## src/rtl/coef_rom_loader.sv

```systemverilog
// ---------------------------------------------------------------------------
// coef_rom_loader
//   Streams a constant coefficient matrix (COEF_INIT) into a downstream
//   coefficient RAM, several elements packed per word. The write port uses
//   valid/ready handshaking. Words are taken in column-major order, and the
//   lowest-index element of each word goes in the MSBs.
//
// Ports
//   clk        in   rising-edge clock
//   rst        in   asynchronous reset, active high
//   start      in   one-cycle (re)load request, honoured in IDLE or DONE
//   w_en       out  write valid
//   w_ready    in   RAM accepts the write this cycle
//   w_addr     out  RAM word address
//   w_data     out  packed coefficient word
//   busy       out  high while loading
//   done       out  high after a complete load, until the next accepted start
//   done_pulse out  one-cycle pulse on entry to DONE
//   checksum   out  running 16-bit sum of accepted words (optional feature)
//
// Optional feature macro: COEF_LOAD_CHECKSUM_EN
//   When defined, checksum accumulates the accepted words modulo 2^16.
//   When undefined, checksum is tied to zero.
// ---------------------------------------------------------------------------
module coef_rom_loader #(
    parameter int ELEM_W         = 7,
    parameter int ELEMS_PER_WORD = 2,
    parameter int ROWS           = 8,
    parameter int COLS           = 4,
    parameter int ADDR_W         = 4,
    parameter int AUTO_START     = 1,
    // Column 0 holds rows 0..7 = 1..8. Every other element is 1.
    // Slice index 0 is in the LSBs.
    parameter logic [ROWS*COLS*ELEM_W-1:0] COEF_INIT = {
        {24{7'd1}},
        7'd8, 7'd7, 7'd6, 7'd5, 7'd4, 7'd3, 7'd2, 7'd1
    }
) (
    input  logic                             clk,
    input  logic                             rst,
    input  logic                             start,
    output logic                             w_en,
    input  logic                             w_ready,
    output logic [ADDR_W-1:0]                w_addr,
    output logic [ELEM_W*ELEMS_PER_WORD-1:0] w_data,
    output logic                             busy,
    output logic                             done,
    output logic                             done_pulse,
    output logic [15:0]                      checksum
);

    localparam int WORD_W    = ELEM_W * ELEMS_PER_WORD;
    localparam int NUM_WORDS = (ROWS * COLS) / ELEMS_PER_WORD;

    localparam logic [ADDR_W-1:0] LAST_ADDR = ADDR_W'(NUM_WORDS - 1);
    localparam logic [ADDR_W-1:0] ONE_ADDR  = ADDR_W'(1);

    localparam logic [1:0] ST_IDLE = 2'd0;
    localparam logic [1:0] ST_LOAD = 2'd1;
    localparam logic [1:0] ST_DONE = 2'd2;

    // Reject parameter sets that cannot be packed or addressed.
    generate
        if ((ROWS * COLS) % ELEMS_PER_WORD != 0) begin : g_bad_packing
            $error("coef_rom_loader: ROWS*COLS not divisible by ELEMS_PER_WORD");
        end
        if (NUM_WORDS > (1 << ADDR_W)) begin : g_bad_addr_w
            $error("coef_rom_loader: ADDR_W too small for NUM_WORDS");
        end
    endgenerate

    // Build word k. Element k*EPW+j goes at field (EPW-1-j),
    // so the lowest-index element ends up in the MSBs.
    function automatic logic [WORD_W-1:0] word_at(input logic [ADDR_W-1:0] k);
        logic [WORD_W-1:0] w;
        int                idx;
        w = '0;
        for (int j = 0; j < ELEMS_PER_WORD; j++) begin
            idx = int'(k) * ELEMS_PER_WORD + j;
            w[(ELEMS_PER_WORD-1-j)*ELEM_W +: ELEM_W] = COEF_INIT[idx*ELEM_W +: ELEM_W];
        end
        return w;
    endfunction

    logic [1:0]        state;
    logic              auto_armed;
    logic              load_start_s;
    logic              xfer_s;
    logic [ADDR_W-1:0] next_addr_s;
    logic [WORD_W-1:0] next_word_s;

    // Decode the load-start and transfer events, and look ahead to the next word.
    always_comb begin
        load_start_s = 1'b0;
        xfer_s       = 1'b0;
        next_addr_s  = w_addr + ONE_ADDR;
        next_word_s  = word_at(next_addr_s);
        case (state)
            ST_IDLE: load_start_s = start | auto_armed;
            ST_DONE: load_start_s = start;
            ST_LOAD: xfer_s       = w_en & w_ready;
            default: load_start_s = 1'b0;
        endcase
    end

    // FSM and registered write-port outputs. The last word is addressed as
    // LAST_ADDR, so the address register never wraps.
    always_ff @(posedge clk or posedge rst) begin
        if (rst) begin
            state      <= ST_IDLE;
            auto_armed <= (AUTO_START != 0);
            w_en       <= 1'b0;
            w_addr     <= '0;
            w_data     <= '0;
            busy       <= 1'b0;
            done       <= 1'b0;
            done_pulse <= 1'b0;
        end else begin
            // Auto-start applies only to the first edge after reset release.
            auto_armed <= 1'b0;
            done_pulse <= 1'b0;
            if (load_start_s) begin
                state  <= ST_LOAD;
                w_en   <= 1'b1;
                w_addr <= '0;
                w_data <= word_at('0);
                busy   <= 1'b1;
                done   <= 1'b0;
            end else if (xfer_s) begin
                if (w_addr == LAST_ADDR) begin
                    state      <= ST_DONE;
                    w_en       <= 1'b0;
                    busy       <= 1'b0;
                    done       <= 1'b1;
                    done_pulse <= 1'b1;
                end else begin
                    w_addr <= next_addr_s;
                    w_data <= next_word_s;
                end
            end else if (state > ST_DONE) begin
                state <= ST_IDLE;
                w_en  <= 1'b0;
                busy  <= 1'b0;
                done  <= 1'b0;
            end else begin
                state <= state;
            end
        end
    end

`ifdef COEF_LOAD_CHECKSUM_EN
    // Zero-extend or truncate a word to 16 bits.
    function automatic logic [15:0] to16(input logic [WORD_W-1:0] w);
        logic [WORD_W+15:0] ext;
        ext = {16'd0, w};
        return ext[15:0];
    endfunction

    // Sum accepted words. The sum is cleared on entry to LOAD and held in DONE.
    always_ff @(posedge clk or posedge rst) begin
        if (rst) begin
            checksum <= 16'd0;
        end else if (load_start_s) begin
            checksum <= 16'd0;
        end else if (xfer_s) begin
            checksum <= checksum + to16(w_data);
        end else begin
            checksum <= checksum;
        end
    end
`else
    assign checksum = 16'd0;
`endif

endmodule
```

## config.mk

```make
export PLATFORM = sky130hd
export DESIGN_NAME = coef_rom_loader
export DESIGN_NICKNAME = d
export VERILOG_FILES = /design/src/rtl/coef_rom_loader.sv
export SDC_FILE = /design/constraint.sdc
export NUM_CORES = 1
export LEC_CHECK = 0
export CAP_MARGIN = 20
export CORE_MARGIN = 4
export CORE_UTILIZATION = 44
export DETAILED_ROUTE_END_ITERATION = 12
export PLACE_DENSITY = 0.88
export SLEW_MARGIN = 20
export SYNTH_ARGS = -nofsm -noshare
export SYNTH_HDL_FRONTEND = slang
export SYNTH_SLANG_ARGS = --single-unit
```

## constraint.sdc

```tcl
create_clock -name clk -period 4.3 [get_ports clk]
set_input_delay 0.86 -clock clk [delete_from_list [all_inputs] [get_ports clk]]
set_output_delay 0.86 -clock clk [all_outputs]
set_load 0.05 [all_outputs]
```

==> metrics.csv, run 1 <==
metric,value,unit
grt.overflow.total,0,
first_global_vias,553,
clockBufferDepth,2,
reg2reg_depth,5,
cp_slowest_cell,clkdlybuf4s50_1,
min_to,w_data[7],
drt-pass1-iter-count,4,
critical_path_arrival,1.71,ns
grt.total_usage,12.09,%
max_freq,388.5,MHz
synth.distinct_cells,34,
p_sw_share,51.35,%
clockPowerShare,9.9,%
finalWorstSetupSlack,1.726,ns
dr_total_vias,601,
cp.required,3.44,ns
drive_above_1_share,14.56,%
reg2reg_slack,2.59,ns
period_share,59.87,%
grt_pass1_wl,2401,um
drv_cap,0,
area_growth,13.29,%
synth_seq_cells,15,
synth_edf_count,0,
p_leak,0.4904,nW
post-place-ws,2.060,ns
synthTopCellsByArea,"dfrtp_1 (38%), buf_4 (20%), a32o_1 (3.2%), dfstp_2 (2.8%), ha_1 (2.7%)",
pwr-share-comb,60.8,%
fin_util,53.28,%
post_cts_resized,0,
hold_depth,1,
powerDensity,794.5,nW/um^2
first_iter_violations,5,
route.antenna.remaining_nets,0,
drc_errors,0,
worst_pin_slew,0.5412,ns
syn-instance-count,85,
htree_num_levels,1,
cp_slowest_stage_delay,0.87,ns
antenna_found_initial,0,
worstSetupPathType,reg2out,
numPortBuffers,18,
fillCellCount,172,
place.gp.congestion,0.8239,
rr_startpoint,w_addr[0],
cp_top_family,buffers and inverters,
netlist_area,932.1,sq um
routed_wl,1557,um
register_area,376.6,sq um
maxSlewHeadroom,63.88,%
synth_top_area_share,37.58,%
pin_count,42,
die-area,2919,sq um
switchingPower,430.8,uW
rows,16,
insertion_delay,0.30,ns
die_w,54.03,um
min_from,w_data[7],
cts_buffers,3,
path_cells,clkdlybuf4s50_1,
clock-skew-final,0.006115,ns
synth_common_cells,"buf_4 (25), dfrtp_1 (14), nor2_1 (5)",
grt_start_max_net_pins,16,
seq_area_frac_synth,40.40,%
path_max_fanout,9,
synthFlopType,dfrtp_1,
setup_tns,0,ns
cp-startpoint,w_addr[0],
avgSynthCellArea,10.97,sq um
rr_endpoint,w_data[9],
clkSlewWorstSetupHoldPaths,0.09,ns
antennaDiodeCount,0,
hold_violations,0,
ir_drop,0.0005440,V
critPathLaunchType,flop,
root_buffer,clkbuf_4,
ys_warn_count,0,
cts_tree,built,
die_h,54.03,um
clock-sinks,15,
postSynth.asyncResetShare,100.0,%
synth_top_area_cell,dfrtp_1,
multi_input_area,422.9,sq um
synth_most_common_cell,buf_4,
min_period,2.574,ns
final_nets,110,
critPathCaptureType,primary output,
p_seq_share,29.3,%
wl_per_cell,11.98,um
vias_per_cell,4.623,
cts_setup_buffers,0,
slew_violations,0,
hold_buffers,0,
start_util,47.03,%
dpl.hpwl,1179,um
core_area,1982,sq um
path_buf_inv,1,
internal_power,408.2,uW
setup_viol,0,
status,finished clean,
hp-class,reg2reg,
grt_setup_unrepaired,false,
## cells by family (layout without fill, tap and decap cells)
logic type | after synthesis | count (layout) | synth area share (%)
buffers and inverters | 31 | 26 | 23.49
AND/OR/NAND/NOR | 18 | 18 | 13.83
AO/OA/AOI/OAI | 15 | 15 | 16.38
flip-flops | 15 | 15 | 40.40
XOR/XNOR | 3 | 3 | 2.819
adder cells (fa/ha/maj) | 2 | 2 | 2.684
other | 1 | 24 | 0.4023
## how the worst max path moves through the flow
stage | to | slack (ns) | cells past startpoint
after floorplan | w_data[7] | 2.39 | 5
after detailed placement | w_addr[0] | 2.06 | 1
after CTS | w_addr[0] | 1.72 | 1
after global routing | w_addr[0] | 1.67 | 1
final | w_addr[0] | 1.73 | 1
after global placement | w_addr[0] | 2.08 | 1
## power by group through the flow
stage          Combinational (mW)  Sequential, mW  Clock, mW
5_1_grt                     0.546           0.253     0.0929
4_1_cts                     0.515           0.246     0.0871
3_3_place_gp                0.503           0.248          0
6_report                    0.510           0.246     0.0834
2_1_floorplan               0.275           0.382          0
3_5_place_dp                0.513           0.249          0
## routing by layer
| metal | GRT usage [%] | wire, um |
|---|---|---|
| met5 | 0 | 0 |
| met4 | 9.959 | 54 |
| met3 | 4.432 | 136 |
| met2 | 18.95 | 739 |
| met1 | 12.86 | 627 |
## cell usage in the layout (no fill, tap or decap), types with 2 or more instances in the layout
cell	n
a22o_1	2
a32o_1	3
clkbuf_4	3
clkdlybuf4s50_1	18
conb_1	24
dfrtp_1	14
ha_1	2
inv_1	4
nand2b_1	2
nor2_1	5
nor3_1	2
xnor2_1	2
## flip-flops by register name, summed over array words and instances, names as in the netlist
signal / count
auto_armed: 1
done_pulse: 1
w_addr: 4
done: 1
w_data: 7
state: 1
## per-stage QoR
stage,power (mW),cell area (sq um),std cells,hold WS (ns)
after CTS,0.8482,1056,130,0.4986
after global routing,0.8923,1056,130,0.5206
final,0.8390,1056,130,0.4959
after floorplan,0.6565,1018,108,0.6422
after global placement,0.7516,1028,126,0.4695
after detailed placement,0.7613,1028,126,0.4670
## final cells by class
type	instances	share of cell area, %
clock buffers	3	2.133
clock inverters	1	0.4739
inverters	4	1.422
multi-input cells	62	40.05
flip-flops and latches	15	35.66
well taps	27	3.199
repair buffers	18	17.06
No activity file was read; power rests on OpenSTA's default activity.
==> run 2, diff against run 1 <==
--- a/config.mk
+++ b/config.mk
@@ -7,9 +7,9 @@
 export LEC_CHECK = 0
 export CAP_MARGIN = 20
 export CORE_MARGIN = 4
-export CORE_UTILIZATION = 44
+export CORE_UTILIZATION = 37
 export DETAILED_ROUTE_END_ITERATION = 12
-export PLACE_DENSITY = 0.88
+export PLACE_DENSITY = 0.79
 export SLEW_MARGIN = 20
 export SYNTH_ARGS = -nofsm -noshare
 export SYNTH_HDL_FRONTEND = slang
==> constraint.sdc (replaced) <==
create_clock -name clk -period 2.1 [get_ports clk]
set_input_delay 0.42 -clock clk [delete_from_list [all_inputs] [get_ports clk]]
set_output_delay 0.42 -clock clk [all_outputs]
set_load 0.05 [all_outputs]
==> run 2 against run 1 <==
  * Worst hold slack got worse by 0.019 ns
  * Register-to-register slack worse by 2.1 ns
  * Setup slack worse by 1.7 ns
  * Sequential share of layout area decreased by 0.17 points
  * Highest routed layer unchanged
  * First-iteration DRC count down 20%
  * Clock power up 93%
  * Sequential power up 98%
  * Via count rose by 0.33%
  * Critical path depth unchanged
  * Die area grew 16%
==> metrics.csv, run 2 (synthesized netlist as in run 1, its figures left out) <==
metric,value,unit
cp_slowest_stage_delay,0.85,ns
wl_met2,755,um
final_cells,132,
largestRegisters,"w_data: 7 flops, w_addr: 4 flops",
p_leak,0.5097,nW
drive_above_1_share,17.31,%
path_max_fanout,6,
vias_per_cell,4.568,
drt-pass1-iter-count,2,
layout_commonest_cell,conb_1,
hold_slack,0.4768,ns
rows,17,
cts_setup_buffers,0,
grt_start_max_net_pins,16,
p_seq_share,28.3,%
pwr-share-comb,62.4,%
first_global_vias,562,
maxSlewHeadroom,63.54,%
dpl.hpwl,1225,um
clockPowerShare,9.3,%
ir_drop,0.0008379,V
cp_slowest_cell,clkdlybuf4s50_1,
hold_buffers,0,
p_sw_share,51.15,%
cts_tree,built,
slew_violations,0,
hold_violations,0,
grt.total_usage,9.663,%
min_period,2.026,ns
pin_count,42,
critPathCaptureType,primary output,
cts_buffers,3,
grt_setup_unrepaired,false,
regMostFlops,w_data,
antennaDiodeCount,0,
first_iter_violations,4,
path_buf_inv,1,
place.gp.congestion,0.8298,
final_nets,111,
status,finished clean,
final_cell_mix,"conb_1 (24), dfrtp_1 (14), clkdlybuf4s50_1 (13), nor2_1 (5)",
period_share,96.49,%
core_area,2297,sq um
multi_input_area,422.9,sq um
max_freq,493.5,MHz
cp.required,1.68,ns
setup_tns,0,ns
drc_errors,0,
fin_util,46.19,%
route.antenna.remaining_nets,0,
clkSlewWorstSetupHoldPaths,0.08,ns
setup_viol,0,
grt.overflow.total,0,
cp_top_family,buffers and inverters,
wl_per_cell,11.85,um
critPathLaunchType,flop,
fillCellCount,221,
dr_total_vias,603,
worst_pin_slew,0.5464,ns
internal_power,841.2,uW
path_cells,clkdlybuf4s50_1,
insertion_delay,0.28,ns
area_growth,13.83,%
powerDensity,1623,nW/um^2
register_area,376.6,sq um
numPortBuffers,18,
clock-skew-final,0.0009468,ns
die_h,58.19,um
finalPower,1.722,mW
routed_wl,1564,um
clock-sinks,15,
grt_pass1_wl,2490,um
die_w,58.19,um
switchingPower,880.8,uW
critical_path_arrival,1.61,ns
wl_met3,114,um
largest_reg_flops,7,
wl_met1,666,um
highest_layer,met4,
htree_num_levels,1,
die-area,3386,sq um
hp-class,in2async,
antenna_found_initial,0,
start_util,40.58,%
drv_cap,0,
worstSetupPathType,reg2out,
root_buffer,clkbuf_4,
dpl.cell_count,128,
clockBufferDepth,2,
run 2: cell type report:
| cell class | count | share of cell area, % |
|---|---|---|
| well taps | 28 | 3.302 |
| repair buffers | 19 | 17.45 |
| inverters | 4 | 1.415 |
| multi-input cells | 62 | 39.86 |
| clock buffers | 4 | 2.476 |
| flip-flops and latches | 15 | 35.50 |
run 2: power by group through the flow:
stage	Sequential, mW	Combinational [mW]	Clock (mW)
floorplan	0.782	0.562	0
global placement	0.492	1.06	0
detailed placement	0.493	1.07	0
CTS	0.488	1.08	0.171
global route	0.502	1.14	0.186
finish	0.487	1.07	0.161
run 2: routing by layer:
metal  vias to the layer above  global-route usage [%]
met5                         -                       0
met4                         0                   5.960
met3                         4                   1.336
met2                        29                   16.29
met1                       286                   11.52
li1                        284                       -
run 2: worst paths after layout:
kind / slack [ns] / to / cells past startpoint / startpoint
worst max-delay path: 0.07 / busy / 1 / state[0]
worst min register to register: 0.48 / w_data[7] / 1 / w_data[7]
max in group asynchronous: 1.26 / auto_armed / 2 / rst
min in group clk: 0.48 / w_data[7] / 1 / w_data[7]
worst max register to register: 0.50 / w_addr[3] / 5 / w_addr[1]
worst min-delay path: 0.48 / w_data[8] / 2 / rst
run 2: worst reg2reg max path: cells and delay by family, from the launching register on:
kind	cells	cell delay, ns
AO/OA/AOI/OAI	1	0.24
adder cells (fa/ha/maj)	1	0.30
flip-flops	1	0.46
AND/OR/NAND/NOR	3	0.50
run 2: timing repair:
item                                    CTS  global route
hold endpoints to repair                  0             0
gates resized for setup                   0             2
endpoints found under the setup margin    0             2
run 2: through the flow:
step / cell area (sq um) / setup WS (ns)
2_1_floorplan: 1018 / 0.1902
3_3_place_gp: 1030 / 0.3535
3_5_place_dp: 1030 / 0.3204
4_1_cts: 1056 / 0.03602
5_1_grt: 1061 / 0.006920
6_report: 1061 / 0.07374
